$ cat src/rtl/instr_fetch_issue.sv
// instr_fetch_issue: fetches 16-bit instructions into IR, issues them to the controller and tracks retirement.
// Define FETCH_TIMEOUT_EN to halt with fetch_err when mem_ready does not arrive within TIMEOUT_CYC cycles.
module instr_fetch_issue #(
  parameter int PC_W        = 8,
  parameter int RESET_PC    = 0,
  parameter int TIMEOUT_CYC = 15
) (
  input  logic            clk,
  input  logic            rst,
  input  logic            run,
  output logic [PC_W-1:0] mem_addr,
  output logic            mem_rd,
  input  logic [15:0]     mem_rdata,
  input  logic            mem_ready,
  output logic            start,
  input  logic            waiting,
  output logic [2:0]      opcode,
  output logic [1:0]      ALU_op,
  output logic [1:0]      shift_op,
  output logic [2:0]      rn,
  output logic [2:0]      rd,
  output logic [2:0]      rm,
  output logic [15:0]     sximm8,
  output logic [15:0]     sximm5,
  output logic            halted,
  output logic            fetch_err
);
  typedef enum logic [2:0] {IDLE, FETCH, ISSUE, WAIT_BUSY, WAIT_DONE, HALT} state_t;
  state_t          state;
  logic [PC_W-1:0] pc;
  logic [15:0]     ir;
  logic            retry;
`ifdef FETCH_TIMEOUT_EN
  localparam int TW = $clog2(TIMEOUT_CYC + 1);
  logic [TW-1:0] tcnt;
`else
  assign fetch_err = 1'b0;
`endif
  assign mem_addr = pc;
  assign opcode   = ir[15:13];
  assign ALU_op   = ir[12:11];
  assign rn       = ir[10:8];
  assign rd       = ir[7:5];
  assign shift_op = ir[4:3];
  assign rm       = ir[2:0];
  assign sximm8   = {{8{ir[7]}}, ir[7:0]};
  assign sximm5   = {{11{ir[4]}}, ir[4:0]};
  always_ff @(posedge clk) begin
    if (rst) begin
      state  <= IDLE;
      pc     <= PC_W'(RESET_PC);
      ir     <= '0;
      start  <= 1'b0;
      mem_rd <= 1'b0;
      halted <= 1'b0;
      retry  <= 1'b0;
`ifdef FETCH_TIMEOUT_EN
      tcnt      <= '0;
      fetch_err <= 1'b0;
`endif
    end else begin
      case (state)
        IDLE: if (run && waiting) begin
          state  <= FETCH;
          mem_rd <= 1'b1;
`ifdef FETCH_TIMEOUT_EN
          tcnt <= '0;
`endif
        end
        FETCH: if (mem_ready) begin
          ir     <= mem_rdata;
          mem_rd <= 1'b0;
          if (&mem_rdata[15:13]) begin
            state  <= HALT;
            halted <= 1'b1;
          end else begin
            state <= ISSUE;
            start <= 1'b1;
          end
        end
`ifdef FETCH_TIMEOUT_EN
        else if (tcnt == TW'(TIMEOUT_CYC - 1)) begin
          state     <= HALT;
          mem_rd    <= 1'b0;
          halted    <= 1'b1;
          fetch_err <= 1'b1;
        end else tcnt <= tcnt + 1'b1;
`endif
        ISSUE: begin
          start <= 1'b0;
          retry <= 1'b0;
          state <= WAIT_BUSY;
        end
        // two idle cycles after start means the controller missed it: issue again
        WAIT_BUSY: if (!waiting) state <= WAIT_DONE;
          else if (retry) begin
            state <= ISSUE;
            start <= 1'b1;
          end else retry <= 1'b1;
        WAIT_DONE: if (waiting) begin
          pc     <= pc + 1'b1;
          state  <= run ? FETCH : IDLE;
          mem_rd <= run;
`ifdef FETCH_TIMEOUT_EN
          tcnt <= '0;
`endif
        end
        default: state <= state;
      endcase
    end
  end
endmodule

$ cat config.mk
export PLATFORM = sky130hd
export DESIGN_NAME = instr_fetch_issue
export DESIGN_NICKNAME = d
export VERILOG_FILES = /design/src/rtl/instr_fetch_issue.sv
export SDC_FILE = /design/constraint.sdc
export NUM_CORES = 1
export LEC_CHECK = 0
export ABC_AREA = 1
export BUFFER_PORTS_ARGS = -buffer_cell sky130_fd_sc_hd__buf_2
export CAP_MARGIN = 15
export CORE_MARGIN = 8
export CORE_UTILIZATION = 46
export CTS_CLUSTER_SIZE = 20
export DETAILED_ROUTE_END_ITERATION = 7
export PLACE_DENSITY = 0.8
export RECOVER_POWER = 100
export SYNTH_ARGS = -nofsm -noshare
export SYNTH_HDL_FRONTEND = slang
export SYNTH_SLANG_ARGS = --single-unit
export TNS_END_PERCENT = 20
$ cat constraint.sdc
create_clock -name clk -period 1.8 [get_ports clk]
set_clock_uncertainty 0.15 [all_clocks]
set_input_delay 0.09 -clock clk [delete_from_list [all_inputs] [get_ports clk]]
set_output_delay 0.09 -clock clk [all_outputs]
set_load 0.05 [all_outputs]
==> results.py <==
metrics = {
    "power": {
        "p_comb_share_pct": 55.4,
        "power_density_nw_per_um2": 1620,
        "power_mw": 3.31,
        "seq_power_share_pct": 29.0,
        "leakage_nw": 0.915,
        "p_switching_mw": 1.83,
        "pwr-share-clk_pct": 15.5,
        "internal_power_mw": 1.47,
        "vdd.ir_drop.worst_v": 0.000544,
        "sw_frac_of_total_pct": 55.4,
    },
    "clocking": {
        "cts_buffers": 5,
        "tritoncts": "yes",
        "cts_root_buf": "clkbuf_4",
        "ctsResizeCount": 0,
        "clock_sinks": 31,
        "clkTransAtPathRegs_ns": 0.10,
        "insertion_delay_ns": 0.32,
        "cts_buffer_depth": 2,
        "htreeDepth": 2,
    },
    "synthesis": {
        "syn_inst": 241,
        "synth-seq-cells": 31,
        "ys_seq_area_share_pct": 37.0,
        "syn_area_per_cell_um2": 6.95,
        "syn-num-nets": 263,
        "ys_types": 25,
        "ys.warnings.count": 0,
        "synth.area.top_cells": "dfxtp_1, buf_4, nor2_1",
        "synth_top_area_share_pct": 37.0,
        "synth_area_um2": 1680,
        "synth_top_cell_by_area": "dfxtp_1",
    },
    "layout": {
        "fillers": 387,
        "drive_gt1_share_pct": 16.5,
        "final_common_cell": "nor2_1",
        "final_cell_mix": "nor2_1, clkbuf_1, nand2_1, dfxtp_1, buf_2",
        "final-seq-area_um2": 621,
        "fin_util_pct": 56.9,
        "multi_input_area_um2": 664,
        "final_cells": 357,
        "nNetsFinal": 331,
        "area_delta_synth_final_pct": 21.5,
        "antennaDiodeCount": 0,
    },
    "worst_setup_path": {
        "path_cells": "nor2_2, nand2_1, nor2_2, buf_4, nand4_1, nand2_1, nor2_1",
        "startpoint_type": "register",
        "crit_path_top_delay_cell": "dfxtp_1",
        "rrSetupSlack_ns": 0.18,
        "r2r-start": "state[1]",
        "cp_num_buf_inv": 1,
        "reg2reg_depth": 7,
        "r2r_end": "mem_addr[6]",
        "max_stage_delay_ns": 0.39,
        "cp-end-kind": "register",
        "crit_type": "register to register",
        "worst-path-stages": 7,
        "crit_required_ns": 1.86,
        "crit_family": "simple AND/OR/NAND/NOR gates",
        "cp.arrival_ns": 1.68,
        "cp_max_fo": 7,
        "endpoint": "mem_addr[6]",
        "critPathLaunch": "state[1]",
    },
    "sta": {
        "hold_violations": 0,
        "slew_viol_final": 0,
        "max_slew.worst_pin.slew_ns": 0.631,
        "final.min_clock_period_ns": 1.62,
        "slew_headroom_pct": 58.1,
        "fin_crit_sh_pct": 90.0,
        "setup_tns_ns": 0,
        "worst_slack_ns": 0.181,
        "setup_viol": 0,
        "max_clock_freq_mhz": 618,
        "rsz0062_at_grt": "false",
    },
    "place": {
        "numPortBuffers": 79,
        "dp_slack_ns": 0.249,
        "gp_congestion": 0.884,
        "dp_hpwl_um": 3070,
        "placedCellCount": 332,
    },
    "hold_path": {
        "hold_class": "input pin to register",
    },
    "job": {
        "drv_cap": 0,
    },
    "drt": {
        "drtIter0Drc": 102,
        "drtPass1Iterations": 4,
        "vias": 1670,
        "postRouteAntennaNets": 0,
        "wl_per_cell_um": 12.0,
        "routed_via_density": 4.68,
        "drc": 0,
        "wirelength_um": 4290,
    },
    "die": {
        "die-height_um": 76.4,
        "rows": 22,
        "fp.dieW_um": 76.4,
        "die_area_um2": 5830,
        "start_util_pct": 46.8,
        "core_area_um2": 3580,
        "ios": 81,
    },
    "grt": {
        "grt_pass1_vias": 1665,
        "overflow": 0,
        "grt_max_degree": 22,
        "track_usage_pct": 14.9,
        "antenna_found_initial": 0,
        "grt_pass1_wl_um": 7360,
    },
    "outcome": {
        "outcome": "complete, no violations",
    },
}
==> routing by layer <==
layer	wire length [um]	track usage, %
met1	1880	15.8
met2	1910	24.6
met3	439	7.31
met4	57	6.35
met5	0	0
==> metrics by stage <==
stage / hold slack (ns) / area (um2)
after floorplan: 0.00907 / 1680
after global placement: 0.160 / 1850
after detailed placement: 0.176 / 1850
after CTS: 0.0926 / 2100
after global routing: 0.153 / 2040
final: 0.112 / 2040
==> kinds of logic (layout without fill, tap and decap cells) <==
family	after synthesis	after routing	share of synthesized area (%)
AO/OA/AOI/OAI	36	36	11.3
adder cells (fa/ha/maj)	1	1	0.747
buffers and inverters	59	127	22.5
flip-flops	31	31	37.0
other	1	1	0.224
AND/OR/NAND/NOR	113	113	28.2
==> sequential cells by signal (all words and copies together) (netlist names) <==
name,count
retry,1
mem_addr,8
halted,1
state,3
mem_rd,1
start,1
ir,16
==> layout make-up <==
cell class / count / area share (%)
sequential: 31 / 30.5
clock inverter: 1 / 1.48
clock buffer: 6 / 2.03
timing repair buffer: 99 / 26.3
inverter: 21 / 4.12
tap: 48 / 2.95
multi-input combinational: 151 / 32.6
==> worst min path at each step <==
stage                   start          end  slack [ns]  cells past startpoint
finish              mem_ready     state[1]        0.11                      5
detailed placement        rst       halted        0.18                      2
global route        mem_ready     state[1]        0.15                      5
CTS                 mem_ready        ir[7]        0.09                      4
floorplan                 rst  mem_addr[7]       0.009                      1
global placement          rst        retry        0.16                      2
==> synthesized netlist by cell type (all sizes together) <==
cell type   n
a21oi      11
a31oi       2
buf        36
clkbuf      2
clkinv      1
conb        1
dfxtp      31
ha          1
inv        20
nand2      39
nand3       6
nand4       3
nor2       64
nor3        1
o21ai      22
o21bai      1
==> worst register-to-register path, stage by stage, from the launching register on <==
cell,delay (ns)
dfxtp_1,0.39
nor2_2,0.17
nand2_1,0.13
nor2_2,0.25
buf_4,0.20
nand4_1,0.10
nand2_1,0.08
nor2_1,0.05
==> power groups by stage <==
stage / Clock, mW / Sequential, mW / Combinational, mW
final: 0.514 / 0.960 / 1.83
after global routing: 0.565 / 0.986 / 1.97
after CTS: 0.526 / 0.951 / 1.90
after detailed placement: 0 / 0.967 / 1.87
after global placement: 0 / 0.960 / 1.87
after floorplan: 0 / 1.34 / 1.35
==> timing repair <==
action / CTS / global route
setup buffers: 0 / 0
hold endpoints to repair: 19 / 0
hold buffers: 18 / 0
(Power assumes the default switching activity.)
